==> config.mk <==
export PLATFORM = sky130hd
export DESIGN_NAME = ped_crossing_controller
export DESIGN_NICKNAME = d
export VERILOG_FILES = /design/src/rtl/ped_pkg.sv /design/src/rtl/ped_button_debounce.sv /design/src/rtl/ped_crossing_controller.sv
export SDC_FILE = /design/constraint.sdc
export NUM_CORES = 1
export LEC_CHECK = 0
export CORE_MARGIN = 3
export CORE_UTILIZATION = 45
export DETAILED_ROUTE_END_ITERATION = 8
export MAX_ROUTING_LAYER = met4
export PLACE_DENSITY = 0.76
export SKIP_LAST_GASP = 1
export SLEW_MARGIN = 0
export SYNTH_ARGS = -nofsm -noshare
export SYNTH_HDL_FRONTEND = slang
export SYNTH_SLANG_ARGS = --single-unit
==> constraint.sdc <==
create_clock -name clk -period 1.95 [get_ports clk]
set_input_delay 0.39 -clock clk [delete_from_list [all_inputs] [get_ports clk]]
set_output_delay 0.39 -clock clk [all_outputs]
set_load 0.02 [all_outputs]
==> src/rtl/ped_pkg.sv <==
// Shared types and widths for the pedestrian crossing controller.
package ped_pkg;

  localparam int unsigned PED_CNT_W = 8;

  typedef enum logic [1:0] {
    DONT_WALK = 2'b00,
    WALK      = 2'b01,
    CLEARANCE = 2'b10
  } ped_state_e;

endpackage

==> src/rtl/ped_button_debounce.sv <==
// Push-button synchronizer, tick-based debounce counter and one-shot press pulse.
module ped_button_debounce #(
  parameter int unsigned DEBOUNCE_TICKS = 3
) (
  input  logic clk,
  input  logic reset,
  input  logic tick_i,
  input  logic btn_i,
  output logic press_o
);

  localparam logic [3:0] DB_MAX  = 4'(DEBOUNCE_TICKS);
  localparam logic [3:0] DB_LAST = 4'(DEBOUNCE_TICKS - 1);

  logic       sync1_q, sync2_q;
  logic [3:0] cnt_q, cnt_d;

  // Count saturates at the threshold, so the pulse fires only once per held press.
  always_comb begin
    cnt_d   = cnt_q;
    press_o = 1'b0;
    if (tick_i) begin
      if (sync2_q) begin
        if (cnt_q != DB_MAX) cnt_d = cnt_q + 4'd1;
        if (cnt_q == DB_LAST) press_o = 1'b1;
      end else begin
        cnt_d = '0;
      end
    end
  end

  always_ff @(posedge clk) begin
    if (reset) begin
      sync1_q <= 1'b0;
      sync2_q <= 1'b0;
      cnt_q   <= '0;
    end else begin
      sync1_q <= btn_i;
      sync2_q <= sync1_q;
      cnt_q   <= cnt_d;
    end
  end

endmodule

==> src/rtl/ped_crossing_controller.sv <==
// WALK / DON'T-WALK sequencer slaved to the vehicle light controller's red phase.
// Optional countdown output enabled by defining PED_COUNTDOWN_EN.
module ped_crossing_controller
  import ped_pkg::*;
#(
  parameter int unsigned DEBOUNCE_TICKS = 3,
  parameter int unsigned WALK_TICKS     = 5,
  parameter int unsigned CLEAR_TICKS    = 4,
  parameter int unsigned FLASH_DIV      = 1
) (
  input  logic clk,
  input  logic reset,
  input  logic tick,
  input  logic red,
  input  logic yellow,
  input  logic green,
  input  logic ped_button,
  output logic walk,
  output logic dont_walk,
  output logic req_pending,
  output logic light_fault
`ifdef PED_COUNTDOWN_EN
  ,
  output logic [PED_CNT_W-1:0] countdown
`endif
);

  localparam logic [PED_CNT_W-1:0] WALK_LAST  = PED_CNT_W'(WALK_TICKS - 1);
  localparam logic [PED_CNT_W-1:0] CLEAR_LAST = PED_CNT_W'(CLEAR_TICKS - 1);
  localparam logic [3:0]           FLASH_LAST = 4'(FLASH_DIV - 1);

  ped_state_e           state_q, state_d;
  logic [PED_CNT_W-1:0] cnt_q, cnt_d;
  logic [3:0]           fdiv_q, fdiv_d;
  logic                 flash_q, flash_d;
  logic                 req_q, req_d;
  logic                 fault_q, fault_d;
  logic                 red_q;
  logic                 press, red_rise, lamp_bad, abort_walk, grant;

  ped_button_debounce #(
    .DEBOUNCE_TICKS(DEBOUNCE_TICKS)
  ) u_debounce (
    .clk    (clk),
    .reset  (reset),
    .tick_i (tick),
    .btn_i  (ped_button),
    .press_o(press)
  );

  assign red_rise   = red & ~red_q;
  assign lamp_bad   = ({red, yellow, green} != 3'b100) && ({red, yellow, green} != 3'b010) &&
                      ({red, yellow, green} != 3'b001);
  assign abort_walk = ((state_q == WALK) || (state_q == CLEARANCE)) && !red;
  // A press arriving on the red-rise cycle grants even though it is not yet latched.
  assign grant      = red_rise & (req_q | press) & ~fault_q;

  always_comb begin
    state_d = state_q;
    cnt_d   = cnt_q;
    fdiv_d  = fdiv_q;
    flash_d = flash_q;
    case (state_q)
      DONT_WALK: if (grant) state_d = WALK;
      WALK: begin
        if (tick) begin
          if (cnt_q == WALK_LAST) state_d = CLEARANCE;
          else                    cnt_d   = cnt_q + 1'b1;
        end
      end
      CLEARANCE: begin
        if (tick) begin
          if (fdiv_q == FLASH_LAST) begin
            flash_d = ~flash_q;
            fdiv_d  = '0;
          end else begin
            fdiv_d = fdiv_q + 4'd1;
          end
          if (cnt_q == CLEAR_LAST) state_d = DONT_WALK;
          else                     cnt_d   = cnt_q + 1'b1;
        end
      end
      default: state_d = DONT_WALK;
    endcase
    if (abort_walk || lamp_bad) state_d = DONT_WALK;
    // Every state entry restarts the timers; clearance always opens with the lamp lit.
    if (state_d != state_q) begin
      cnt_d  = '0;
      fdiv_d = '0;
      if (state_d == CLEARANCE) flash_d = 1'b1;
    end
  end

  always_comb begin
    fault_d = fault_q | abort_walk | lamp_bad;
    req_d   = req_q;
    if ((state_d == WALK) && (state_q != WALK)) req_d = 1'b0;
    else if (press && (state_q != WALK))        req_d = 1'b1;
  end

  always_ff @(posedge clk) begin
    if (reset) begin
      state_q <= DONT_WALK;
      cnt_q   <= '0;
      fdiv_q  <= '0;
      flash_q <= 1'b0;
      req_q   <= 1'b0;
      fault_q <= 1'b0;
      red_q   <= 1'b0;
    end else begin
      state_q <= state_d;
      cnt_q   <= cnt_d;
      fdiv_q  <= fdiv_d;
      flash_q <= flash_d;
      req_q   <= req_d;
      fault_q <= fault_d;
      red_q   <= red;
    end
  end

  always_comb begin
    walk      = 1'b0;
    dont_walk = 1'b1;
    case (state_q)
      WALK: begin
        walk      = 1'b1;
        dont_walk = 1'b0;
      end
      CLEARANCE: dont_walk = flash_q;
      default: ;
    endcase
  end

  assign req_pending = req_q;
  assign light_fault = fault_q;

`ifdef PED_COUNTDOWN_EN
  assign countdown = (state_q == CLEARANCE) ? (PED_CNT_W'(CLEAR_TICKS) - cnt_q) : '0;
`endif

endmodule

==> Word level (Yosys, flattened, before mapping) <==
Index checks and enable logic that the tools add are counted.
{ "op_classes": {"add_sub_neg": 3, "eq_ne": 18, "mux": 25, "n_bitwise": 9, "reduce_logical": 16} }
{ "ops": {"columns": ["operator", "count"], "rows": [
  ["8-bit two-way mux", 4],
  ["8-bit one-hot mux with 2 select lines", 1],
  ["2-bit two-way mux", 6],
  ["4-bit two-way mux", 3],
  ["2-bit inequality test, second input constant", 5],
  ["1-bit two-way mux", 9],
  ["4-bit by 1-bit adder with 4-bit output, second input constant", 2],
  ["8-bit by 1-bit adder with 8-bit output, second input constant", 1],
  ["8-bit by 2-bit equality test with 1-bit output, second input constant", 1],
  ["8-bit by 3-bit equality test with 1-bit output, second input constant", 1],
  ["2-bit one-hot mux with 3 select lines", 1],
  ["1-bit logical AND", 5],
  ["5-bit AND reduction", 1],
  ["2-bit by 1-bit equality test with 1-bit output, second input constant", 2],
  ["2-bit equality test, second input constant", 2],
  ["4-bit by 2-bit equality test with 1-bit output, second input constant", 1],
  ["4-bit logical NOT", 1],
  ["4-bit by 2-bit inequality test with 1-bit output, second input constant", 1],
  ["2-bit AND reduction", 2],
  ["2-bit OR reduction", 2],
  ["1-bit AND", 3],
  ["3-bit by 1-bit inequality test with 1-bit output, second input constant", 1],
  ["3-bit by 2-bit inequality test with 1-bit output, second input constant", 1],
  ["3-bit inequality test, second input constant", 1],
  ["9 further kinds", 14]
]} }
{ "totals": {"reg_bits": 24, "input_bits": 7, "output_inout_bits": 4, "word_cells": 81} }

==> Longest topological paths before layout <==
Gate-level depths: netlist of the first run.
{ "depth": {"word_depth": 13, "ltp_mapped": 8, "ltp_nobuf": 7} }

==> Hierarchy <==
Synthesis of the first run repeated with hierarchy kept, for this count alone.
{ "hier_totals": {"cells_unflattened": 162, "hier_area_um2": 1385.1} }
{ "by_module_without_submodules": {"columns": ["mod", "instances", "cells_each", "area_each_um2", "seq_area_each_um2"], "rows": [
  ["ped_crossing_controller", 1, 129, 1092.3, 360.3],
  ["ped_button_debounce", 1, 33, 292.8, 120.1]
]} }

==> Worst setup path before layout of the first run <==
OpenSTA, ideal clock, no wires.
{ "synth_path": {"path_kind": "register to register", "start": "reg cnt_q[7]", "end": "reg cnt_q[7]", "setup_time_ns": 0.115, "arrival_time_ns": 2.011, "required_time_ns": 1.835, "slack_ns": -0.176, "path_stages_with_launch": 7, "path_buffers": 1, "period_less_slack_ns": 2.126, "path_cell_list": "dfxtp_1 > or4_4 > o41ai_4 > or4b_1 > o2111ai_2 > buf_6 > nor2_1"} }
{ "synth_between": {"elab_chain_len": 7, "word_cells_on_any_way": 19, "cone_classes": "add/sub: 1; eq/ne: 5; mux: 11; reduce/logical: 2"} }
{ "synth_rtl": {"columns": ["item", "line", "source"], "rows": [
  ["start: declaration", "ped_crossing_controller.sv:33", "logic [PED_CNT_W-1:0] cnt_q, cnt_d;"],
  ["start signal: assignment", "ped_crossing_controller.sv:112", "cnt_q <= cnt_d;"],
  ["8-bit by 2-bit equality test with 1-bit output or 8-bit by 3-bit equality test with 1-bit output (tied branches)", "ped_crossing_controller.sv:79, ped_crossing_controller.sv:67", null],
  ["2-bit two-way mux, on equally long branches", "ped_crossing_controller.sv:79, ped_crossing_controller.sv:67", null],
  ["2-bit two-way mux, on equally long branches", "ped_crossing_controller.sv:72, ped_crossing_controller.sv:66", null],
  ["2-bit one-hot mux with 3 select lines", "ped_crossing_controller.sv:63", "case (state_q)"],
  ["2-bit two-way mux", "ped_crossing_controller.sv:85", "if (abort_walk || lamp_bad) state_d = DONT_WALK;"],
  ["2-bit inequality test", "ped_crossing_controller.sv:87", "if (state_d != state_q) begin"],
  ["2-bit OR reduction (no line)", null, null]
]} }
Parallel ways exist; a longest one is shown, timed or not. The select of a mux whose other input is x is not followed.
A chain may end at the register's enable or synchronous reset.

==> Final worst setup path of the first run <==
Ends and elaborated chain as after synthesis.

==> results of run 1 <==
layout make-up:
cell class	count	area (um2)
repair buffers	51	403
inverters	13	48.8
flip-flops and latches	24	487
multi-input cells	128	1010
clock buffers	3	22.5
well taps	42	52.6
fillers	231	878
sequential cells by signal, summed over array words and instances (netlist names):
signal              flops
fdiv_q                  4
u_debounce.cnt_q        4
red_q                   1
u_debounce.sync1_q      1
u_debounce.sync2_q      1
flash_q                 1
cnt_q                   8
light_fault             1
req_pending             1
state_q                 2
metal layers:
layer / GRT usage [%] / wire [um]
met5: - / 0
met4: 9.64 / 95
met3: 2.70 / 110
met2: 35.2 / 1980
met1: 21.8 / 1590
worst max-delay path: cells and delay by family, from the launching register on:
family                 cells  cell delay (ns)
buffers and inverters      2             0.34
flip-flops                 1             0.34
AO/OA/AOI/OAI              3             0.70
AND/OR/NAND/NOR            2             0.60
final timing paths:
path                             end  cells past startpoint
hold / removal    u_debounce.sync2_q                      1
setup / recovery            cnt_q[7]                      7
hold reg to reg   u_debounce.sync2_q                      1
setup reg to reg            cnt_q[7]                      7
cells by family (layout without fill, tap and decap cells):
group                      count (synthesis)  in the layout  share of synthesized area, %
adders and majority gates                 10             10                          8.70
xor gates and xnor gates                  12             12                          7.31
buffers and inverters                     18             67                          5.83
AOI/OAI and AO/OA                         31             31                          16.6
DFF                                       24             24                          33.4
and+or+nand+nor                           75             75                          28.1
cell usage after synthesis (2+ instances only):
master | number | area, um2
nand2_1 | 11 | 41.3
ha_1 | 10 | 125
a21oi_1 | 7 | 35.0
and4bb_2 | 2 | 25.0
nor3_1 | 10 | 50.1
inv_1 | 13 | 48.8
nor4b_1 | 2 | 17.5
dfxtp_1 | 24 | 480
nor2_1 | 22 | 82.6
o21ai_0 | 4 | 20.0
and3_2 | 2 | 15.0
nand3_1 | 7 | 35.0
nor4_1 | 2 | 12.5
nand3b_1 | 2 | 15.0
a31oi_1 | 2 | 12.5
or2_2 | 2 | 12.5
a211oi_1 | 4 | 30.0
xor2_1 | 3 | 26.3
o211ai_1 | 2 | 15.0
or3_1 | 2 | 12.5
xnor2_1 | 9 | 78.8
nor2b_1 | 3 | 18.8
placed cells by master (no fill, tap or decap), types with 2 or more instances in the layout:
cell type	netlist	final
nor3_2	0	2
a211oi_1	4	4
ha_1	10	7
clkbuf_4	1	3
nor2b_1	3	3
nor2_1	22	22
clkdlybuf4s50_1	0	7
nor3_1	10	8
nor4b_2	0	2
nand3_1	7	7
xnor2_1	9	9
nand2_1	11	11
a21oi_1	7	7
xor2_1	3	3
buf_4	1	41
nor4_1	2	2
o211ai_1	2	2
nand3b_1	2	2
or2_2	2	2
inv_1	13	13
dfxtp_2	0	2
dfxtp_1	24	21
o21ai_0	4	3
or3_1	2	2
and4bb_2	2	2
ha_4	0	3
what timing repair did:
| action | in CTS | in global routing |
|---|---|---|
| setup endpoints to repair | 16 | 16 |
| resized for setup | 22 | 15 |
| pin swaps | 4 | 5 |
| buffers inserted | 1 | 0 |
where the power goes:
part	switching [mW]	internal, mW
logic	0.0476	0.0508
clock network	0.146	0.0723
registers	0.00497	0.494
through the flow:
stage | std cells | setup slack [ns] | utilization, %
4_1_cts | 261 | -0.128 | 67.3
6_report | 261 | -0.118 | 69.7
3_3_place_gp | 257 | -0.506 | 64.1
5_1_grt | 261 | -0.203 | 69.7
2_1_floorplan | 170 | -0.0979 | -
3_5_place_dp | 257 | -0.566 | 64.1
==> flow_summary_export.csv, run 1 <==
group,metric,value,unit
run_status,status,"complete, but fails checks",
run_status,violations,"negative setup slack",
setup_path,start_kind,"register",
min_path,hp-start,"u_debounce.sync1_q",
pwr,leakage,0.768,nW
sta,setup_viol,13,
route,vias,1451,
cts,cts-buffers-inserted,3,
logic_synthesis,synth_area_per_cell,8.46,um2
route,drt_iter0_markers,60,
cts,root_buffer,"clkbuf_4",
route,antenna_left,0,
place,hpwl,2750,um
floorplanning,core,2900,um2
place,gp_congestion,0.853,
route,drcViolationCount,0,
logic_synthesis,synth_cell_types,47,
final_layout,final_cell_area,2020,um2
setup_path,worstSetupPathType,"reg2reg",
cts,hold_buffers,0,
logic_synthesis,ys.flop_type,"dfxtp_1",
route,routed_wl,3780,um
route,wl_per_cell,14.5,um
setup_path,critPathSlowestCell,"or4_4",
cts,clk_path_buf_depth,2,
pwr,vdd_drop_max,0.320,mV
cts,h-tree-depth,1,
setup_path,crit_path_cell_trace,"or4_4, buf_4, o31ai_4, a311oi_2, o2111ai_4, buf_6, nor2_1",
setup_path,critPathMaxFanout,8,
global_route,grt_overflow,0,
sta,finClkSkew,0.000910,ns
setup_path,critPathLaunch,"cnt_q[7]",
pwr,power.total,0.816,mW
global_route,antenna_found_initial,0,
final_layout,insertedDiodeCount,0,
sta,maxSlewHeadroom,57.9,%
floorplanning,dieArea,3910,um2
min_path,hp-class,"reg2reg",
global_route,grt_start_max_net_pins,13,
sta,fin_crit_sh,106,%
logic_synthesis,synth_edf_count,0,
sta,fin_crit,2.07,ns
route,first_pass_iters,4,
sta,grt_setup_unrepaired,"true",
sta,hold_viol_final,0,
setup_path,crit_arrival,2.28,ns
sta,holdWs,0.468,ns
setup_path,worstPathRequired,2.17,ns
global_route,grt_usage,19.9,%
logic_synthesis,ys_async_sr_fraction,0,%
final_layout,synthToLayoutAreaGrowth,40.6,%
cts,insertion_delay,0.31,ns
place,dpl-instance-area,1860,um2
sta,finalSetupTns,-1.36,ns
logic_synthesis,ys_seq_area_share,33.4,%
place,port_buffers,10,
logic_synthesis,yosys_warnings,0,
logic_synthesis,synth-seq-cells,24,
cts,cts_sinks,24,
logic_synthesis,syn_inst,170,
sta,drv_slew,0,
setup_path,reg2reg_slack,-0.12,ns
floorplanning,start_util,49.6,%
cts,clkTransAtPathRegs,0.13,ns
setup_path,endpoint_kind,"register",
flow_run,maxCapViolations,0,
sta,finalWorstSetupSlack,-0.118,ns
cts,cts_tree,"done",
pwr,power_density,403,nW/um2
floorplanning,fp.dieW,62.5,um
sta,max_freq,484,MHz
setup_path,cp_slowest_stage_delay,0.55,ns
floorplanning,dieHeight,62.5,um
global_route,grt_pass1_vias,1443,
route,avgViaCountPerCell,5.56,
global_route,grt_pass1_wl,6220,um
final_layout,layout-drive-gt1-share,33.8,%
setup_path,reg2reg_from,"cnt_q[7]",
logic_synthesis,synth_area,1440,um2
floorplanning,ios,11,
final_layout,fin_nets,238,
floorplanning,rows,19,
sta,worst-slew-pin-transition,0.623,ns
logic_synthesis,synth_nets,187,
Power figures use the tool's default switching activity.
==> run 2, diff against run 1 <==
Settings changed: CORE_MARGIN 3 to unset.
==> run 2 against run 1 <==
  * Hold slack improved by 0.021 ns
  * Count of clock-buffer cells in the layout did not move
  * The run still ends with negative setup slack left
  * Critical path type unchanged
  * Flip-flop and latch count unchanged
  * Clock skew grew 0.012 ns
==> flow_summary_export.csv, run 2 (synthesis gave the netlist of run 1 again) <==
group,metric,value,unit
run_status,status,"complete, but fails checks",
run_status,violations,"negative setup slack",
route,routed_wl,4450,um
sta,holdWs,0.489,ns
cts,hold_buffers,0,
pwr,power.total,0.827,mW
route,drcViolationCount,0,
final_layout,final_cell_area,2060,um2
place,port_buffers,10,
pwr,leakage,0.781,nW
route,wl_per_cell,16.7,um
pwr,power_density,401,nW/um2
place,dp_slack,-0.656,ns
place,gp_congestion,0.896,
floorplanning,dieHeight,58.5,um
floorplanning,dieArea,3420,um2
pwr,seq_power_share,60.7,%
sta,max_freq,455,MHz
global_route,grt_usage,27.7,%
pwr,clkPwrFrac,26.0,%
route,drt_iter0_markers,121,
route,antenna_left,0,
sta,maxSlewHeadroom,56.0,%
setup_path,crit_arrival,2.40,ns
cts,insertion_delay,0.32,ns
cts,cts_tree,"done",
pwr,vdd_drop_max,0.282,mV
place,dpl-instance-area,1850,um2
sta,setup_viol,15,
setup_path,reg2reg_slack,-0.25,ns
final_layout,nFillCells,229,
cts,h-tree-depth,1,
pwr,share_comb_of_total_power,13.2,%
global_route,grt_pass1_wl,6910,um
sta,fin_crit_sh,113,%
setup_path,crit_path_cell_trace,"inv_1, buf_4, ha_2, nand3_1, buf_4, a211oi_1, nor2_1, xnor2_1, nor2_1",
final_layout,regArea,484,um2
cts,clk_path_buf_depth,2,
final_layout,final_cell_mix,"buf_4 (43), nor2_1 (22), dfxtp_1 (21), inv_1 (13), nand2_1 (11)",
floorplanning,start_util,47.1,%
floorplanning,rows,20,
pwr,netSwitchingFraction,24.6,%
setup_path,start_kind,"register",
sta,finalWorstSetupSlack,-0.246,ns
setup_path,worstSetupPathType,"reg2reg",
setup_path,critPathSlowestCell,"a211oi_1",
setup_path,critPathMaxFanout,6,
final_layout,fin_util,67.6,%
setup_path,endpoint_kind,"register",
pwr,p_sw,0.203,mW
sta,worst-slew-pin-transition,0.657,ns
cts,cts-buffers-inserted,3,
final_layout,largest_register_ffs,8,
sta,fin_crit,2.20,ns
sta,drv_slew,0,
setup_path,cp_slowest_stage_delay,0.45,ns
flow_run,maxCapViolations,0,
sta,grt_setup_unrepaired,"true",
floorplanning,ios,11,
setup_path,worstPathRequired,2.16,ns
min_path,hp-class,"reg2reg",
floorplanning,fp.dieW,58.5,um
final_layout,fin_cells,266,
final_layout,synthToLayoutAreaGrowth,43.6,%
final_layout,top_register,"cnt_q",
route,vias,1504,
global_route,antenna_found_initial,0,
sta,finalSetupTns,-2.86,ns
global_route,grt_pass1_vias,1530,
final_layout,multi_input_area,1030,um2
place,hpwl,2840,um
cts,root_buffer,"clkbuf_4",
floorplanning,core,3050,um2
place,dpl.cell_count,257,
sta,hold_viol_final,0,
final_layout,insertedDiodeCount,0,
pwr,p_int,0.624,mW
final_layout,layout-drive-gt1-share,36.5,%
cts,cts_sinks,24,
route,avgViaCountPerCell,5.65,
final_layout,final_common_cell,"buf_4",
setup_path,crit_buf_inv,3,
final_layout,largestRegisters,"cnt_q x8, fdiv_q x4, u_debounce.cnt_q x4",
cts,clkTransAtPathRegs,0.13,ns
setup_path,path_delay_family,"compound AO/OA/AOI/OAI gates",
global_route,grt_overflow,0,
final_layout,fin_nets,241,
sta,finClkSkew,0.0127,ns
route,first_pass_iters,5,
global_route,grt_start_max_net_pins,13,
[run 2: worst register-to-register path: cells and delay by family, from the launching register on]
kind	cells	cell delay (ns)
and+or+nand+nor	3	0.41
adders and majority gates	1	0.25
DFF	1	0.35
AOI/OAI and AO/OA	1	0.45
xor gates and xnor gates	1	0.25
buffers and inverters	3	0.38
[run 2: what timing repair did]
action                                  CTS  global route
resized for setup                        11            25
endpoints found under the setup margin   16            17
endpoints found under the hold margin     0             0
pin swaps                                 5            10
setup buffers                             4             3
[run 2: power groups by stage]
stage / sequential, mW / clock [mW] / combinational (mW)
finish: 0.503 / 0.215 / 0.109
global route: 0.504 / 0.241 / 0.117
CTS: 0.501 / 0.218 / 0.0933
detailed placement: 0.512 / 0 / 0.0849
global placement: 0.511 / 0 / 0.0816
floorplan: 0.512 / 0 / 0.0384
[run 2: final timing paths]
check | from | to | cells past startpoint
setup / recovery | state_q[1] | cnt_q[0] | 9
hold / removal | u_debounce.sync1_q | u_debounce.sync2_q | 1
setup reg to reg | state_q[1] | cnt_q[0] | 9
hold reg to reg | u_debounce.sync1_q | u_debounce.sync2_q | 1
[run 2: final cells by class]
cell class	count	share of cell area (%)
Multi-Input combinational cell	128	49.9
Sequential cell	24	23.5
Timing Repair Buffer	54	20.5
Tap cell	44	2.67
Inverter	13	2.36
Clock buffer	3	1.09
[run 2: layer usage]
metal	vias up	GRT usage (%)	share of wire, %
met5	-	-	0
met4	0	15.3	4.3
met3	23	3.52	5.4
met2	69	50.1	52
met1	705	29.2	38
li1	707	-	-
==> run 3, diff against run 2 <==
Settings changed: CORE_UTILIZATION 45 to 40, PLACE_DENSITY 0.76 to 0.67.
Clock period 1.95 ns to 2.33 ns, I/O delays scaled along.
==> run 3 against run 2 <==
  * The run now ends clean
  * Die area grew 12%
  * Via count fell by 10%
  * Clock power fell by 13%
  * Combinational power down 21%
  * Wire length shrank 23%
  * Hold slack worse by 0.033 ns
  * Core utilization is 14 points lower
  * Register-to-register slack improved by 0.33 ns
  * Power shrank 16%
  * Count of clock-buffer cells in the layout did not move
  * Sequential share of layout area rose by 3.1 points
  * First-iteration DRC count is 44% lower
==> flow_summary_export.csv, run 3 (synthesis gave the netlist of run 1 again) <==
group,metric,value,unit
run_status,status,"completed",
final_layout,insertedDiodeCount,0,
floorplanning,dieArea,3840,um2
flow_run,maxCapViolations,0,
sta,grt_setup_unrepaired,"false",
pwr,p_int,0.523,mW
place,port_buffers,10,
final_layout,nFillCells,304,
final_layout,largest_register_ffs,8,
global_route,grt_pass1_wl,5730,um
setup_path,crit_buf_inv,2,
sta,finClkSkew,0.00128,ns
setup_path,worstSetupPathType,"in2reg",
cts,insertion_delay,0.31,ns
route,first_pass_iters,4,
place,dp_slack,-0.306,ns
cts,root_buffer,"clkbuf_4",
pwr,share_comb_of_total_power,12.5,%
setup_path,critPathSlowestCell,"or4b_4",
final_layout,regArea,483,um2
pwr,clkPwrFrac,26.9,%
setup_path,crit_path_cell_trace,"clkdlybuf4s50_1, or2b_4, o41ai_4, or4b_4, o2111ai_4, clkbuf_16, nor2_1",
sta,maxSlewHeadroom,58.9,%
sta,worst-slew-pin-transition,0.609,ns
pwr,p_sw,0.168,mW
setup_path,cp_slowest_stage_delay,0.54,ns
route,routed_wl,3430,um
route,avgViaCountPerCell,5.50,
pwr,power.total,0.691,mW
route,antenna_left,0,
place,hpwl,2400,um
global_route,grt_overflow,0,
floorplanning,core,3390,um2
cts,clkTransAtPathRegs,0.13,ns
cts,hold_buffers,0,
route,vias,1353,
cts,cts_sinks,24,
global_route,grt_pass1_vias,1326,
pwr,seq_power_share,60.6,%
route,drt_iter0_markers,68,
setup_path,critPathMaxFanout,6,
final_layout,fin_nets,219,
floorplanning,start_util,42.4,%
sta,hold_viol_final,0,
global_route,grt_start_max_net_pins,14,
pwr,power_density,380,nW/um2
setup_path,endpoint_kind,"register",
sta,fin_crit,2.27,ns
global_route,grt_usage,20.9,%
setup_path,crit_arrival,2.49,ns
cts,cts_tree,"done",
sta,drv_slew,0,
pwr,vdd_drop_max,0.239,mV
sta,finalWorstSetupSlack,0.0630,ns
min_path,hp-class,"reg2reg",
cts,h-tree-depth,1,
sta,max_freq,441,MHz
setup_path,path_delay_family,"simple AND/OR/NAND/NOR gates",
final_layout,final_cell_mix,"nor2_1 (22), dfxtp_1 (22), buf_4 (20), inv_1 (13), nand2_1 (11)",
floorplanning,dieHeight,62.0,um
floorplanning,fp.dieW,62.0,um
cts,clk_path_buf_depth,2,
final_layout,largestRegisters,"cnt_q x8, fdiv_q x4, u_debounce.cnt_q x4",
pwr,leakage,0.672,nW
sta,fin_crit_sh,97.3,%
setup_path,start_kind,"input port",
place,gp_congestion,0.916,
final_layout,synthToLayoutAreaGrowth,26.7,%
final_layout,top_register,"cnt_q",
final_layout,multi_input_area,913,um2
pwr,netSwitchingFraction,24.3,%
route,drcViolationCount,0,
route,wl_per_cell,13.9,um
floorplanning,ios,11,
final_layout,layout-drive-gt1-share,22.0,%
setup_path,worstPathRequired,2.56,ns
floorplanning,rows,21,
sta,setup_viol,0,
global_route,antenna_found_initial,0,
cts,cts-buffers-inserted,3,
-- run 3: final timing paths --
kind / to / slack [ns] / start / cells past startpoint
min: u_debounce.sync2_q / 0.46 / u_debounce.sync1_q / 1
max reg2reg: cnt_q[7] / 0.08 / state_q[0] / 9
min reg2reg: u_debounce.sync2_q / 0.46 / u_debounce.sync1_q / 1
max: cnt_q[7] / 0.06 / tick / 7
-- run 3: final cells by class --
| cell class | count | area share, % |
|---|---|---|
| timing repair buffer | 32 | 16.3 |
| inverter | 13 | 2.68 |
| clock buffer | 3 | 1.24 |
| multi-input combinational | 128 | 50.1 |
| tap | 46 | 3.16 |
| sequential | 24 | 26.5 |
-- run 3: timing repair --
action                                  CTS  global route
endpoints found under the hold margin     0             0
pin swaps                                 1             3
setup buffers                             1             1
gates cloned                              0             1
gates resized for setup                   5             7
endpoints found under the setup margin   14            14
-- run 3: metal layers --
metal	GRT usage, %	share of wire [%]
met3	2.69	3.6
met4	12.1	2.2
met2	35.3	51
met5	-	0
met1	23.7	44
-- run 3: per-stage QoR --
stage | setup TNS [ns] | util [%] | std cells | hold slack (ns) | cell area (um2)
after floorplan | 0 | - | 170 | 0.414 | 1440
after global placement | -3.27 | 50.2 | 240 | 0.426 | 1700
after detailed placement | -3.62 | 50.2 | 240 | 0.424 | 1700
after CTS | 0 | 52.2 | 244 | 0.455 | 1770
after global routing | 0 | 53.7 | 246 | 0.493 | 1820
final | 0 | 53.7 | 246 | 0.456 | 1820
-- run 3: power groups by stage --
stage / Sequential, mW / Clock [mW] / Combinational [mW]
after floorplan: 0.429 / 0 / 0.0321
after global placement: 0.428 / 0 / 0.0707
after detailed placement: 0.428 / 0 / 0.0731
after CTS: 0.419 / 0.193 / 0.0788
after global routing: 0.420 / 0.209 / 0.0932
final: 0.419 / 0.186 / 0.0864
==> RTL change 1 (settings of run 3) <==
Register the inputs `tick`, `red`, `yellow`, `green` and `ped_button` before use, without a reset. The logic sees them one clock later. Comments in the files are not updated.
--- a/src/rtl/ped_crossing_controller.sv
+++ b/src/rtl/ped_crossing_controller.sv
@@ -30,4 +30,18 @@
   localparam logic [3:0]           FLASH_LAST = 4'(FLASH_DIV - 1);
 
+  logic tick_q;
+  logic red_r;
+  logic yellow_q;
+  logic green_q;
+  logic ped_button_q;
+
+  always_ff @(posedge clk) begin
+    tick_q       <= tick;
+    red_r        <= red;
+    yellow_q     <= yellow;
+    green_q      <= green;
+    ped_button_q <= ped_button;
+  end
+
   ped_state_e           state_q, state_d;
   logic [PED_CNT_W-1:0] cnt_q, cnt_d;
@@ -44,13 +58,13 @@
     .clk    (clk),
     .reset  (reset),
-    .tick_i (tick),
-    .btn_i  (ped_button),
+    .tick_i (tick_q),
+    .btn_i  (ped_button_q),
     .press_o(press)
   );
 
-  assign red_rise   = red & ~red_q;
-  assign lamp_bad   = ({red, yellow, green} != 3'b100) && ({red, yellow, green} != 3'b010) &&
-                      ({red, yellow, green} != 3'b001);
-  assign abort_walk = ((state_q == WALK) || (state_q == CLEARANCE)) && !red;
+  assign red_rise   = red_r & ~red_q;
+  assign lamp_bad   = ({red_r, yellow_q, green_q} != 3'b100) && ({red_r, yellow_q, green_q} != 3'b010) &&
+                      ({red_r, yellow_q, green_q} != 3'b001);
+  assign abort_walk = ((state_q == WALK) || (state_q == CLEARANCE)) && !red_r;
   // A press arriving on the red-rise cycle grants even though it is not yet latched.
   assign grant      = red_rise & (req_q | press) & ~fault_q;
@@ -64,5 +78,5 @@
       DONT_WALK: if (grant) state_d = WALK;
       WALK: begin
-        if (tick) begin
+        if (tick_q) begin
           if (cnt_q == WALK_LAST) state_d = CLEARANCE;
           else                    cnt_d   = cnt_q + 1'b1;
@@ -70,5 +84,5 @@
       end
       CLEARANCE: begin
-        if (tick) begin
+        if (tick_q) begin
           if (fdiv_q == FLASH_LAST) begin
             flash_d = ~flash_q;
@@ -115,5 +129,5 @@
       req_q   <= req_d;
       fault_q <= fault_d;
-      red_q   <= red;
+      red_q   <= red_r;
     end
   end
Check against the original RTL: not equivalent (a bounded check fails within 4 cycles, from zero or initial values and one cycle with reset high).
==> RTL change 1 against run 3 <==
Largest cell class unchanged; die area is 4.8% higher; routed wire length shrank 13%; area after synthesis increased by 5.0%; sequential cell count is 5 higher; count of clock-buffer cells in the layout grew 4; design area down 0.76%; power up 48%; setup slack gained 0.027 ns; critical path type is now reg2reg.
==> RTL change 1: results (changes against run 3) <==
GR met3 Demand/Resource=0.07065 (+0.04374); total CTS buffers=5 (+2); Reg-to-Reg End=fdiv_q[1]; Worst VDD drop=0.4274 mV (+79%); DRT met1 WL=1.385 mm (-7.2%); measured slew at the worst slew-check pin=0.4700 ns (-0.1386 ns); Via density=5.399 (-1.8%); crit path DAT=2.44 ns (-0.05 ns); skew final=0.003448 ns (+0.002170 ns); Placed Area=1689 um^2 (-0.81%); count of cell types in the netlist=42 (-11%); P_leak=0.6476 nW (-3.6%); Synth area leaders=dfxtp_1, ha_1, xnor2_1; largest net degree at the start of global routing=13 (-1); H-tree depth=2 (+1); Clk pin slew, worst setup/hold paths=0.06 ns (-0.07 ns); outcome=complete, no violations; worst hold margin=0.4424 ns (-0.01323 ns); Multi-input gate area=873.3 um^2 (-4.4%); Crit Path Max Fanout=12 (+6); fraction of layout cells with a size suffix above 1=0.1758 (-0.04418); metal2 WL=1.498 mm (-14%); routing usage on met2=0.2620 (-0.09062); vias=1231 (-9.0%); later-pin clock latency in the skew report=0.28 ns (-0.03 ns); sequential share of the synthesized area=0.3847 (+0.05054); clock root cell=clkbuf_8; first-pass GRT wire length=4.954 mm (-13%); GRT Resource Usage Total=0.1665 (-0.04296)
## RTL change 1: cell families (layout without fill, tap and decap cells)
family	count (synthesis)	after routing	share of synthesized area
xor+xnor	12	12	0.06965
fa+ha+maj	10	10	0.08292
flops	29	29	0.3847
compound gates	31	31	0.1650
simple gates	65	65	0.2496
buf+inv	17	35	0.04809
## RTL change 1: how the worst max path moves through the flow
stage                     slack, ns  cells after the start        end        from
after detailed placement        0.1                      7  fdiv_q[1]  state_q[1]
after global placement         0.23                      7  fdiv_q[1]  state_q[1]
after global routing          -0.01                      7  fdiv_q[1]  state_q[0]
after CTS                      0.07                      7  fdiv_q[1]  state_q[1]
after floorplan                0.34                      7   cnt_q[1]  state_q[0]
final                          0.09                      7  fdiv_q[1]  state_q[0]
## RTL change 1: critical path, stage by stage (launching register included)
cell,delay (ns)
dfxtp_1,0.35
ha_1,0.25
or4b_1,0.57
o41a_1,0.19
a311oi_1,0.33
o221ai_2,0.18
buf_12,0.18
a21oi_1,0.13
## RTL change 1: what timing repair did
action                                  CTS  global route
gates cloned                              0             0
endpoints found under the hold margin     0             0
endpoints found under the setup margin    1            14
gates resized for setup                   1             4
## RTL change 1: layout make-up
type	instances	share of cell area
clock inverter	1	0.002768
timing repair buffer	15	0.08235
inverter	12	0.02491
sequential	29	0.3218
clock buffer	7	0.05329
tap	46	0.03183
multi-input combinational	118	0.4830
## RTL change 1: report_power, final
| group | leakage (nW) | total, mW | internal (mW) | switching (mW) |
|---|---|---|---|---|
| clock | 0.0542 | 0.450 | 0.266 | 0.184 |
| combinational | 0.356 | 0.0583 | 0.0295 | 0.0289 |
| sequential | 0.237 | 0.514 | 0.506 | 0.00795 |
==> RTL change 2 (settings of run 3) <==
Without the edit above. Build with the macro `PED_COUNTDOWN_EN` defined.
--- a/src/rtl/ped_crossing_controller.sv
+++ b/src/rtl/ped_crossing_controller.sv
@@ -1,4 +1,6 @@
 // WALK / DON'T-WALK sequencer slaved to the vehicle light controller's red phase.
 // Optional countdown output enabled by defining PED_COUNTDOWN_EN.
+`define PED_COUNTDOWN_EN
+
 module ped_crossing_controller
   import ped_pkg::*;
Formal check against the unedited RTL (old outputs only; new: countdown): equivalent (Yosys induction, for registers that start in step).
==> RTL change 2 against run 3 <==
Combinational power down 29%; clock skew up 0.0014 ns; design area grew 11%; highest routed layer unchanged; routed wire length shrank 0.76%; die area grew 13%; power is 9.4% higher; sequential cell count did not move; utilization is 0.13 points lower; area after synthesis rose by 13%; sequential power hardly changed; fmax up 1.5%; critical path type is now reg2out; first-iteration DRC count increased by 16%; setup slack gained 0.033 ns; largest power group unchanged; largest cell class unchanged.
==> RTL change 2: results (changes against run 3) <==
outcome=complete, no violations; later-pin clock latency in the skew report=0.26 ns (-0.05 ns); final period utilization=0.9589 (-0.01406); port buffer count=18 (+8); critical path's largest stage delay=0.61 ns (+0.07 ns); sequential share of the synthesized area=0.2956 (-0.03859); fraction of layout cells with a size suffix above 1=0.1963 (-0.02365); sequential cells=24 (unchanged); WL final=3.402 mm (-0.76%); Worst VDD drop=0.2421 mV (+1.4%); Post-Synth XOR/XNOR Area=0.08622 (+0.01311); Avg Cell Area, Syn=8.691 um^2 (+2.8%); final non-filler cell total=267 (+8.5%); worst hold margin=0.4619 ns (+0.006284 ns); clock network area share=0.02723 (+0.01487); Multi-input gate area=1039 um^2 (+14%); skew final=0.002712 ns (+0.001434 ns); Cell Int Power=0.5958 mW (+14%); DP Worst Slack=-0.09434 ns (+0.2122 ns); synthesized-area fraction occupied by ao, oa, aoi and oai cells=0.1447 (-0.02150); FILL cells=359 (+18%); clock root cell=clkbuf_8; met3 wire len=53 um (-58%); placed cells=263 (+9.6%); #MultiIn Comb=140 (+9.4%); Critical-path top delay cell=clkdlybuf4s50_1; syn_nets=204 (+9.1%); Routability Congestion=0.8213 (-10%); crit path kind=reg2out; sequential share of power=0.552 (-0.054); Setup Buffers After CTS=0 (-1); crit path DAT=1.77 ns (-0.72 ns); mux contribution to synthesized area=0.02463 (+0.02463); sw power=0.1602 mW (-4.6%)
[RTL change 2: changes by cell type in the layout (fill, tap and decap cells not counted), moves of 4 or more]
cell / before / now
nor3_2: 1 / 11
nor2_1: 22 / 13
and2_1: 0 / 6
dlygate4sd2_1: 1 / 6
clkbuf_8: 0 / 4
mux2i_1: 0 / 4
o21ai_0: 4 / 8
xor2_1: 3 / 7
[RTL change 2: logic make-up (layout without fill, tap and decap cells)]
| logic type | count (synthesis) | count (layout) |
|---|---|---|
| XOR/XNOR | 16 | 16 |
| AO/OA/AOI/OAI | 31 | 31 |
| buffers and inverters | 23 | 55 |
| flip-flops | 24 | 24 |
| multiplexers | 4 | 4 |
| adder cells (fa/ha/maj) | 10 | 10 |
| AND/OR/NAND/NOR | 79 | 79 |
[RTL change 2: routing by layer]
metal  global-route usage  up-vias
met2               0.2666       13
met4              0.04076        0
met5                    -        -
met3              0.02083        2
met1               0.2317      662
li1                     -      721
